===== config.mk =====
export PLATFORM = sky130hd
export DESIGN_NAME = fq_enqueue
export DESIGN_NICKNAME = d
export VERILOG_FILES = /design/src/rtl/fq_enqueue.sv
export SDC_FILE = /design/constraint.sdc
export NUM_CORES = 1
export LEC_CHECK = 0
export ABC_AREA = 1
export CAP_MARGIN = 20
export CELL_PAD_IN_SITES_DETAIL_PLACEMENT = 0
export CELL_PAD_IN_SITES_GLOBAL_PLACEMENT = 2
export CORE_AREA = 5 5 241 243
export CTS_CLUSTER_DIAMETER = 150
export DETAILED_ROUTE_END_ITERATION = 7
export DIE_AREA = 0 0 246 248
export PLACE_DENSITY_LB_ADDON = 0.1
export SLEW_MARGIN = 25
export SYNTH_ARGS = -nofsm -noshare
export SYNTH_HDL_FRONTEND = slang
export SYNTH_SLANG_ARGS = --single-unit

===== constraint.sdc =====
create_clock -name clk -period 3.5 [get_ports clk]
set_input_delay 0.7 -clock clk [delete_from_list [all_inputs] [get_ports clk]]
set_output_delay 0.7 -clock clk [all_outputs]
set_load 0.05 [all_outputs]

===== src/rtl/fq_enqueue.sv =====
// Header-steered packet enqueue: routes each packet from a single 64-bit stream
// into one of N per-channel FIFOs, discarding packets for disabled channels.
module fq_enqueue #(
    parameter int NUM_IN_LOG2 = 3
) (
    input  logic                   clk,
    input  logic                   rst,
    input  logic                   in_valid,
    input  logic [63:0]            in_data,
    output logic                   in_ready,
    input  logic [2**NUM_IN_LOG2-1:0] chan_en,
    input  logic                   fifo_full  [0:2**NUM_IN_LOG2-1],
    output logic                   fifo_wrreq [0:2**NUM_IN_LOG2-1],
    output logic [63:0]            fifo_data  [0:2**NUM_IN_LOG2-1],
    output logic                   pkt_done,
    output logic [NUM_IN_LOG2-1:0] pkt_done_chan,
    output logic [15:0]            drop_count,
    output logic                   busy
);

    localparam int N = 2**NUM_IN_LOG2;

    typedef enum logic [1:0] {
        IDLE = 2'd0,
        FWD  = 2'd1,
        DROP = 2'd2
    } state_t;

    state_t                 state_r, state_next_s;
    logic [7:0]             rem_r, rem_next_s;
    logic [NUM_IN_LOG2-1:0] cur_r, cur_next_s;
    logic [15:0]            drop_count_r;
    logic                   pkt_done_r;
    logic [NUM_IN_LOG2-1:0] pkt_done_chan_r;

    logic [7:0]             hdr_len_s;
    logic [NUM_IN_LOG2-1:0] hdr_ch_s;
    logic                   ready_s;
    logic                   write_s;
    logic [NUM_IN_LOG2-1:0] target_s;
    logic                   accept_s;
    logic                   drop_inc_s;
    logic                   done_s;
    logic [NUM_IN_LOG2-1:0] done_chan_s;

    assign hdr_len_s = in_data[7:0];
    assign hdr_ch_s  = in_data[8 +: NUM_IN_LOG2];

    // Readiness and write target; in IDLE this comes straight from header decode
    always_comb begin
        ready_s  = 1'b0;
        write_s  = 1'b0;
        target_s = cur_r;
        case (state_r)
            IDLE: begin
                target_s = hdr_ch_s;
                if (hdr_len_s == 8'd0) begin
                    ready_s = 1'b1;
                end else if (!chan_en[hdr_ch_s]) begin
                    ready_s = 1'b1;
                end else begin
                    ready_s = !fifo_full[hdr_ch_s];
                    write_s = 1'b1;
                end
            end
            FWD: begin
                ready_s = !fifo_full[cur_r];
                write_s = 1'b1;
            end
            DROP: begin
                ready_s = 1'b1;
            end
            default: begin
                ready_s = 1'b0;
            end
        endcase
    end

    assign in_ready = ready_s & ~rst;
    assign accept_s = in_valid & in_ready;

    // Zero-latency write strobes; data is broadcast to every channel
    always_comb begin
        for (int k = 0; k < N; k++) begin
            fifo_wrreq[k] = accept_s && write_s && (target_s == NUM_IN_LOG2'(k));
            fifo_data[k]  = in_data;
        end
    end

    // Next-state, counters and completion on each accepted word
    always_comb begin
        state_next_s = state_r;
        rem_next_s   = rem_r;
        cur_next_s   = cur_r;
        drop_inc_s   = 1'b0;
        done_s       = 1'b0;
        done_chan_s  = cur_r;
        if (accept_s) begin
            case (state_r)
                IDLE: begin
                    if (hdr_len_s == 8'd0) begin
                        drop_inc_s = 1'b1;
                    end else if (!chan_en[hdr_ch_s]) begin
                        drop_inc_s = 1'b1;
                        if (hdr_len_s != 8'd1) begin
                            state_next_s = DROP;
                            rem_next_s   = hdr_len_s - 8'd1;
                        end else begin
                            state_next_s = IDLE;
                        end
                    end else begin
                        cur_next_s = hdr_ch_s;
                        if (hdr_len_s == 8'd1) begin
                            done_s      = 1'b1;
                            done_chan_s = hdr_ch_s;
                        end else begin
                            state_next_s = FWD;
                            rem_next_s   = hdr_len_s - 8'd1;
                        end
                    end
                end
                FWD: begin
                    rem_next_s = rem_r - 8'd1;
                    if (rem_r == 8'd1) begin
                        state_next_s = IDLE;
                        done_s       = 1'b1;
                        done_chan_s  = cur_r;
                    end else begin
                        state_next_s = FWD;
                    end
                end
                DROP: begin
                    rem_next_s = rem_r - 8'd1;
                    if (rem_r == 8'd1) begin
                        state_next_s = IDLE;
                    end else begin
                        state_next_s = DROP;
                    end
                end
                default: begin
                    state_next_s = IDLE;
                end
            endcase
        end else begin
            state_next_s = state_r;
        end
    end

    // State and output registers with synchronous reset
    always_ff @(posedge clk) begin
        if (rst) begin
            state_r         <= IDLE;
            rem_r           <= 8'd0;
            cur_r           <= {NUM_IN_LOG2{1'b0}};
            drop_count_r    <= 16'd0;
            pkt_done_r      <= 1'b0;
            pkt_done_chan_r <= {NUM_IN_LOG2{1'b0}};
        end else begin
            state_r    <= state_next_s;
            rem_r      <= rem_next_s;
            cur_r      <= cur_next_s;
            pkt_done_r <= done_s;
            if (done_s) begin
                pkt_done_chan_r <= done_chan_s;
            end
            if (drop_inc_s && (drop_count_r != 16'hFFFF)) begin
                drop_count_r <= drop_count_r + 16'd1;
            end
        end
    end

    assign pkt_done      = pkt_done_r;
    assign pkt_done_chan = pkt_done_chan_r;
    assign drop_count    = drop_count_r;
    assign busy          = (state_r != IDLE);

endmodule


Word-level counts from Yosys, hierarchy flattened
Cells that the tools add are included.

Register bits after elaboration: 33. Output and inout port bits: 542. Word-level logic and storage cells: 97.

$add $sub $neg: 3. Order comparisons: 3. Equal/unequal tests: 16. Multiplexer cells: 42. Bitwise operators: 6. Reductions and logical operators: 21.

Operator list (number): 8-bit two-way mux (4); 1-bit two-way mux (19); 3-bit two-way mux (6); 16-bit by 1-bit adder with 16-bit output (second input constant) (1); 8-bit by 1-bit == test with 1-bit output (second input constant) (2); 16-bit inequality test (second input constant) (1); 8-bit case mux with 2 select lines (1); 8-bit by 1-bit subtractor with 8-bit output (second input constant) (2); 3-bit == test (second input constant) (4); 1-bit logical AND (10); 2-bit two-way mux (5); 1-bit binary-select mux with 3-bit select (3); 4-bit greater-or-equal comparator (second input constant) (2); 8-bit zero test (1); 8-bit by 1-bit inequality test with 1-bit output (second input constant) (1); 3-bit inverter with 4-bit output (2); 3-bit by 2-bit == test with 1-bit output (second input constant) (2); 3-bit inequality test (second input constant) (2); 2-bit case mux with 3 select lines (1); 5-bit AND reduction (1); 3-bit by 4-bit less-than comparator with 1-bit output (second input constant) (1); 1-bit case mux with 2 select lines (2); 4-bit AND reduction (1); 2-bit nonzero test (2); 12 further kinds (15).

Longest topological paths before layout
Gate-level depths: netlist of the first run.

Word-level depth: 12. Gate-level depth with buffers: 15. Gate-level depth less buffers: 13.

Worst setup path before layout of the first run
No wires, ideal clock.

Path type: in2out. Start: in in_data[9]. End: out fifo_wrreq[0] (netlist bit). Data arrival time: 2.611 ns. Required time: 2.800 ns. Slack: 0.189 ns. Stages: 10. Path buffers: 1. Cell sequence: buf_2 > nor2_1 > nand2_1 > nand3_2 > nand3_2 > nor2_1 > inv_1 > nand2_1 > nand4_1 > nor3_1.

RTL lines: start: declaration (RTL line 9) `input logic [63:0] in_data,`; end: declaration (RTL line 13) `output logic fifo_wrreq [0:2**NUM_IN_LOG2-1],`.

==> results.md, run 1 <==
* Outcome: finished, final reports clean
* Clk_lat worst skew at 0.30 ns
* IO Port Bufs at 147
* Final core utilization at 0.09997
* DRC at 0
* Initial antenna violation count at 0
* Crit-path cells: clkdlybuf4s50_1 > buf_6 > buf_6 > nand2_1 > nand2_1 > nand3_2 > nand3_4 > nand2_2 > nand2_4 > nand4_1 > buf_4 > nor3_1 > buf_4 > buf_12
* Number of CTS-inserted buffers at 5
* Worst Tran Pin Value at 0.6971 ns
* Post-synthesis mux area share at 0.001541
* Synth Instances at 965
* Global Route Usage Sum at 0.05728
* Io pins at 625
* Grt total ovfl at 0
* DIE HEIGHT at 248 um
* First-pass iteration count of the detailed router at 4
* WP buf/inv at 6
* Power per cell area at 318.3 mW/mm^2
* WL final at 18560 um
* Post-Syn Area per Cell at 6.733 um^2
* Drt initial violations at 131
* XOR/XNOR share of the synthesized area at 0.008088
* Max Cap Viol at 0
* Hold WC Path Type: register to register
* Compound-cell area share of the yosys netlist at 0.02580
* Mapped Nets at 1058
* Clk sink count at 33
* Clk pin slew, worst setup/hold paths at 0.06 ns
* Max Clock Freq at 298.1 MHz
* Post-route ant nets at 0
* Count of different cell masters after synthesis at 36
* Largest family of logic cells by synthesized area: buffers and inverters
* Die Width at 246 um
* Max transition margin at 0.5310
* Clock root buffer: clkbuf_16
* Period utilization at 0.9584
* Slew Limit Fails at 0
* Clk_skew at 0.007690 ns
* Hold Slack at 0.5121 ns
* Starting Density at 0.1166
* Setup CP Type: input pin to output port
* Tmin final at 3.354 ns
* Synth Area in Simple Gates at 0.2089
* Syn. warnings at 0
* Total power at 1.773 mW
* Placed cell area at 0.005290 mm^2
* DR WL/cell at 13.26 um
* Core Rows at 87
* Hold Fails Final Rpt at 0
* Post-synthesis sequential area ratio at 0.1017
* Clock buffer depth at 2
* CTS tree: built
* Layout cells sized above 1 at 0.2379
* LEAKAGE at 2.201 nW
* CP endpoint kind: output port
* Worst path max stage delay at 0.48 ns
* Crit path max fanout at 6
* Critical Path AT at 2.65 ns
* Post-DP HPWL at 15450 um
* First-pass GRT wire length at 26430 um
* H-Tree Depth at 2
* Die ar. at 0.06101 mm^2
* WP data required at 2.80 ns
* Nets at 735
* Largest net degree at the start of global routing at 33
* Reg2reg setup slack at 1.29 ns
* Critical path's top delay family: buffers and inverters
* Detailed-route via count at 3705
* Final setup violation count at 0
* Peak VDD IR at 139.2 uV
* GPL Wtd Cong at 0.6756
* Core area at 0.05573 mm^2
* Cell Area, Synth at 0.006497 mm^2
* Crit start category: input pin
* Ant. Diodes at 0
* Max stage delay cell, worst path: clkdlybuf4s50_1
* Via/cell ratio at 2.648
* Area growth, synth to finish at -14.25%
* Register bit count reported by yosys at 33
* Final instance area at 0.005572 mm^2
* Synth Area in Adders at 0.01926
* Vias in the first global route at 3890
worst register-to-register path, delay by kind of cell, from the launching register on:
| family | cells | cell delay [ns] |
|---|---|---|
| AND/OR/NAND/NOR | 5 | 1.02 |
| AO/OA/AOI/OAI | 1 | 0.22 |
| buffers and inverters | 3 | 0.33 |
| adder cells (fa/ha/maj) | 1 | 0.20 |
| flip-flops | 1 | 0.34 |
path summary, 6_finish.rpt:
kind / depth (start not counted) / endpoint / from
setup / recovery: 14 / fifo_wrreq[0] / in_data[8]
setup reg to reg: 10 / pkt_done_chan[1] / state_r[0]
hold reg to reg: 2 / rem_r[0] / rem_r[0]
hold / removal: 2 / rem_r[0] / rem_r[0]
cell usage in the layout, fill, tap and decap left out, drive strengths merged:
| cell | n |
|---|---|
| a21oi | 12 |
| a22o | 1 |
| buf | 101 |
| bufinv | 1 |
| clkbuf | 7 |
| clkdlybuf4s50 | 88 |
| clkinv | 3 |
| dfxtp | 33 |
| dlygate4sd2 | 1 |
| dlymetal6s2s | 1 |
| ha | 10 |
| inv | 56 |
| mux2i | 1 |
| nand2 | 134 |
| nand3 | 33 |
| nand4 | 11 |
| nor2 | 111 |
| nor3 | 12 |
| nor3b | 1 |
| nor4 | 1 |
| o21ai | 15 |
| o21bai | 1 |
| o22ai | 2 |
| or2 | 1 |
| xnor2 | 2 |
| xor2 | 4 |
cell usage after synthesis:
| cell | n | area share |
|---|---|---|
| or2_2 | 1 | 0.00096 |
| clkbuf_1 | 4 | 0.0023 |
| buf_6 | 3 | 0.0052 |
| o21ai_0 | 13 | 0.010 |
| nand2_4 | 1 | 0.0017 |
| nand3_2 | 6 | 0.0092 |
| nor3_1 | 11 | 0.0085 |
| nand3_4 | 1 | 0.0027 |
| nand4_1 | 9 | 0.0087 |
| nor2_2 | 9 | 0.0087 |
| inv_2 | 5 | 0.0029 |
| nand4_4 | 1 | 0.0033 |
| nor4_1 | 1 | 0.00096 |
| a21oi_1 | 11 | 0.0085 |
| nand4_2 | 1 | 0.0019 |
| nor3b_2 | 1 | 0.0019 |
| nand2_1 | 131 | 0.076 |
| nand2_2 | 2 | 0.0019 |
| a22o_1 | 1 | 0.0013 |
| mux2i_1 | 1 | 0.0015 |
| nor3_2 | 1 | 0.0015 |
| xnor2_1 | 2 | 0.0027 |
| o21ai_1 | 2 | 0.0015 |
| dfxtp_1 | 33 | 0.10 |
| o22ai_1 | 2 | 0.0019 |
| nor2_4 | 2 | 0.0035 |
| ha_1 | 10 | 0.019 |
| o21bai_1 | 1 | 0.0012 |
| inv_1 | 51 | 0.029 |
| buf_4 | 512 | 0.59 |
| a21oi_2 | 1 | 0.0013 |
| nand3_1 | 26 | 0.020 |
| buf_2 | 2 | 0.0015 |
| clkinv_1 | 3 | 0.0017 |
| nor2_1 | 100 | 0.058 |
| xor2_1 | 4 | 0.0054 |
area by class of cell:
| type | count | area, um^2 |
|---|---|---|
| tap | 756 | 945.9 |
| clock inverter | 1 | 30.03 |
| sequential | 33 | 660.6 |
| timing repair buffer | 191 | 1780 |
| clock buffer | 7 | 142.6 |
| fill | 6550 | 50160 |
| multi-input combinational | 352 | 1788 |
| inverter | 59 | 224.0 |
routing by layer:
layer | GRT usage | vias to the layer above | share of wire
met3 | 0.02940 | 68 | 0.12
met2 | 0.09346 | 275 | 0.47
met1 | 0.06188 | 1569 | 0.37
li1 | - | 1793 | -
met5 | 0 | - | 0
met4 | 0.02708 | 0 | 0.038
state kept, by name, indices dropped and copies added (netlist names):
name and count:
drop_count 16, state_r 2, pkt_done 1, rem_r 8, cur_r 3, pkt_done_chan 3
report_power, final:
| group | internal, mW | switching (mW) |
|---|---|---|
| clock network | 0.357 | 0.204 |
| logic | 0.270 | 0.524 |
| registers | 0.394 | 0.0232 |
through the flow:
stage	setup TNS (ns)	setup slack (ns)	instances
final	0	0.1457	1399
after detailed placement	-0.3702	-0.08069	1388
after CTS	-0.01108	-0.008428	1396
after global placement	-0.5415	-0.08781	1388
after global routing	-0.003535	-0.003535	1399
after floorplan	0	0.1889	965
repair_timing:
item,in CTS,in global routing
hold buffers,0,0
endpoints found under the setup margin,8,9
pin swaps,0,4
buffers inserted,0,3
gates resized for setup,2,24
kinds of logic after synthesis:
group / Yosys count
AOI/OAI and AO/OA: 31
buffers and inverters: 580
muxes: 1
and+or+nand+nor: 304
DFF: 33
xor gates and xnor gates: 6
adders and majority gates: 10
Note: power is estimated with default switching activity, not from simulation.
==> run 2: changes to the inputs <==
--- a/config.mk
+++ b/config.mk
@@ -12,3 +12,2 @@
 export CORE_AREA = 5 5 241 243
-export CTS_CLUSTER_DIAMETER = 150
 export DETAILED_ROUTE_END_ITERATION = 7
--- a/constraint.sdc
+++ b/constraint.sdc
@@ -3,2 +3,2 @@
 set_output_delay 0.7 -clock clk [all_outputs]
-set_load 0.05 [all_outputs]
+set_load 0.02 [all_outputs]
==> run 2 against run 1 <==
  * Combinational power is 19% lower
  * Global-route usage is 0.060 points lower
  * Register-to-register slack lost 0.17 ns
  * Clock power about the same
  * Sequential cell count did not move
  * Core utilization decreased by 0.12 points
  * Sequential share of layout area rose by 0.15 points
  * Die area is the same
  * Via count shrank 1.1%
  * Largest power group unchanged
==> results.md, run 2 (same netlist as run 1, synthesis figures left out) <==
* H-Tree Depth at 2 (unchanged)
* Hold path depth at 2 (unchanged)
* Fill cells at 6589 (+0.60%)
* Final setup violation count at 0 (unchanged)
* Reg2reg setup slack at 1.12 ns (-0.17 ns)
* Peak VDD IR at 130.7 uV (-6.1%)
* Die Width at 246 um (unchanged)
* Setup TNS at 0 ns (unchanged)
* GPL Wtd Cong at 0.6785 (+0.43%)
* DRC at 0 (unchanged)
* Ant. Diodes at 0 (unchanged)
* Clk sink count at 33 (unchanged)
* CP most frequent cell: nand2_1
* Max Cap Viol at 0 (unchanged)
* DR WL/cell at 13.05 um (-1.6%)
* Leading cell type in the layout, fill and taps excluded: clkdlybuf4s50_1
* FF-to-FF path depth at 10 (unchanged)
* First-pass iteration count of the detailed router at 4 (unchanged)
* Hold EP: rem_r[0]
* Crit start category: input pin
* Critical path's top delay family: buffers and inverters
* Max transition margin at 0.4960 (-0.03505)
* Global Route Usage Sum at 0.05668 (-0.0006029)
* Grt total ovfl at 0 (unchanged)
* Hold Fails Final Rpt at 0 (unchanged)
* Slew Limit Fails at 0 (unchanged)
* Largest net degree at the start of global routing at 33 (unchanged)
* Total power at 1.620 mW (-8.6%)
* Core area at 0.05573 mm^2 (unchanged)
* Max Clock Freq at 299.7 MHz (+0.53%)
* Worst Tran Pin Value at 0.7491 ns (+0.05209 ns)
* WL final at 18270 um (-1.6%)
* R2R Path End: pkt_done_chan[2]
* Clock buffer depth at 2 (unchanged)
* Drt initial violations at 113 (-14%)
* Clk_lat worst skew at 0.30 ns (about the same)
* Crit-path cells: clkdlybuf4s50_1 > buf_6 > buf_4 > nand2_1 > nand3_1 > nand2_1 > nand2_1 > nand3_1 > nor2_2 > nand2_4 > nand4_1 > buf_4 > inv_1 > nand2_1 > nor2_1 > buf_2
* Power per cell area at 294.4 mW/mm^2 (-7.5%)
* Register area at 660.6 um^2 (unchanged)
* Area of the multi-input gates at 0.001728 mm^2 (-3.4%)
* Io pins at 625 (unchanged)
* WP data required at 2.80 ns (about the same)
* Crit path max fanout at 8 (+2)
* Number of CTS-inserted buffers at 5 (unchanged)
* Clk_skew at 0.006412 ns (-0.001278 ns)
* Max FFs per register at 16 (unchanged)
* Tmin final at 3.337 ns (-0.01765 ns)
* Die ar. at 0.06101 mm^2 (unchanged)
* Max stage delay cell, worst path: clkdlybuf4s50_1
* Post-route ant nets at 0 (unchanged)
* Period utilization at 0.9533 (-0.005042)
* Outcome: finished, final reports clean
* Hold Crit Start: rem_r[0]
* IO Port Bufs at 147 (unchanged)
* Clk pin slew, worst setup/hold paths at 0.06 ns (about the same)
* LEAKAGE at 2.123 nW (-3.5%)
* Critical Path AT at 2.64 ns (about the same)
* Clock root buffer: clkbuf_16
* Most frequent cells in the layout: clkdlybuf4s50_1 (137), nand2_1 (131), nor2_1 (98), inv_1 (51), buf_4 (46)
* Starting Density at 0.1166 (unchanged)
* DIE HEIGHT at 248 um (unchanged)
* Detailed-route via count at 3666 (-1.1%)
* Vias in the first global route at 3766 (-3.2%)
* WP buf/inv at 6 (unchanged)
* Layout cells sized above 1 at 0.1506 (-0.08733)
* Via/cell ratio at 2.619 (-1.1%)
* CP endpoint kind: output port
* Initial antenna violation count at 0 (unchanged)
* Core Rows at 87 (unchanged)
* First-pass GRT wire length at 26150 um (-1.0%)
* Hold WC Path Type: register to register
* CTS tree: built
* Post-DP HPWL at 15210 um (-1.6%)
* Setup CP Type: input pin to output port
* Nets at 736 (+0.14%)
* Worst R2R Start: state_r[0]
* Area growth, synth to finish at -15.31%
* Worst path max stage delay at 0.49 ns (about the same)
==> run 2: power breakdown <==
part / total, mW / switching, mW / internal (mW)
Sequential: 0.414 / 0.0203 / 0.394
Combinational: 0.643 / 0.370 / 0.273
Clock: 0.563 / 0.206 / 0.357
Total: 1.62 / 0.596 / 1.02
==> run 2: worst reg2reg max path, cell delays in order (launching register included) <==
cell     delay (ns)
dfxtp_1        0.33
inv_1          0.12
ha_1           0.36
inv_2          0.06
buf_4          0.17
nor3_1         0.32
nand3_1        0.17
o21ai_1        0.26
nand4_2        0.23
nor2_1         0.20
nor2_1         0.06
==> run 2: final cells by class <==
type,instances,area share
timing repair buffer,192,0.3220
sequential,33,0.1201
tap,756,0.1719
clock inverter,1,0.005457
clock buffer,7,0.02592
inverter,59,0.04070
multi-input combinational,352,0.3140
==> run 2: how the worst max path moves through the flow <==
| stage | from | end | slack (ns) | depth (start not counted) |
|---|---|---|---|---|
| 6_report | in_data[8] | fifo_wrreq[3] | 0.16 | 16 |
| 3_5_place_dp | in_data[6] | fifo_wrreq[7] | -0.47 | 14 |
| 5_1_grt | in_data[8] | fifo_wrreq[3] | -0.002 | 16 |
| 2_1_floorplan | in_data[9] | fifo_wrreq[0] | 0.78 | 10 |
| 3_3_place_gp | in_data[7] | fifo_wrreq[6] | -0.43 | 14 |
| 4_1_cts | in_data[8] | fifo_wrreq[5] | 0.03 | 14 |
==> run 2: metrics by stage <==
step	instance area (um^2)	worst slack (ns)	hold slack, ns	std cells	utilization
3_5_place_dp	5340	-0.4696	0.5097	1391	0.09582
2_1_floorplan	6497	0.7807	0.4766	965	-
4_1_cts	5507	0.02778	0.5185	1400	0.09880
5_1_grt	5503	-0.001813	0.5522	1400	0.09873
6_report	5503	0.1634	0.5111	1400	0.09873
3_3_place_gp	5340	-0.4317	0.5062	1391	0.09582
==> run 2: timing repair <==
item | in CTS | in global routing
hold buffers | 0 | 0
pin swaps | 1 | 0
gates resized for setup | 31 | 12
setup endpoints to repair | 8 | 8
buffers inserted | 1 | 0
==> run 2: routing by layer <==
| layer | routed length (um) | GRT usage |
|---|---|---|
| met4 | 698 | 0.02658 |
| met5 | 0 | 0 |
| met1 | 7032 | 0.06171 |
| met2 | 8469 | 0.09192 |
| met3 | 2064 | 0.02918 |
==> run 3: changes to the inputs <==
- SLEW_MARGIN: 25 -> default
==> results of run 3 <==
No change in the layout: final DEF, timing and power equal those of run 2.
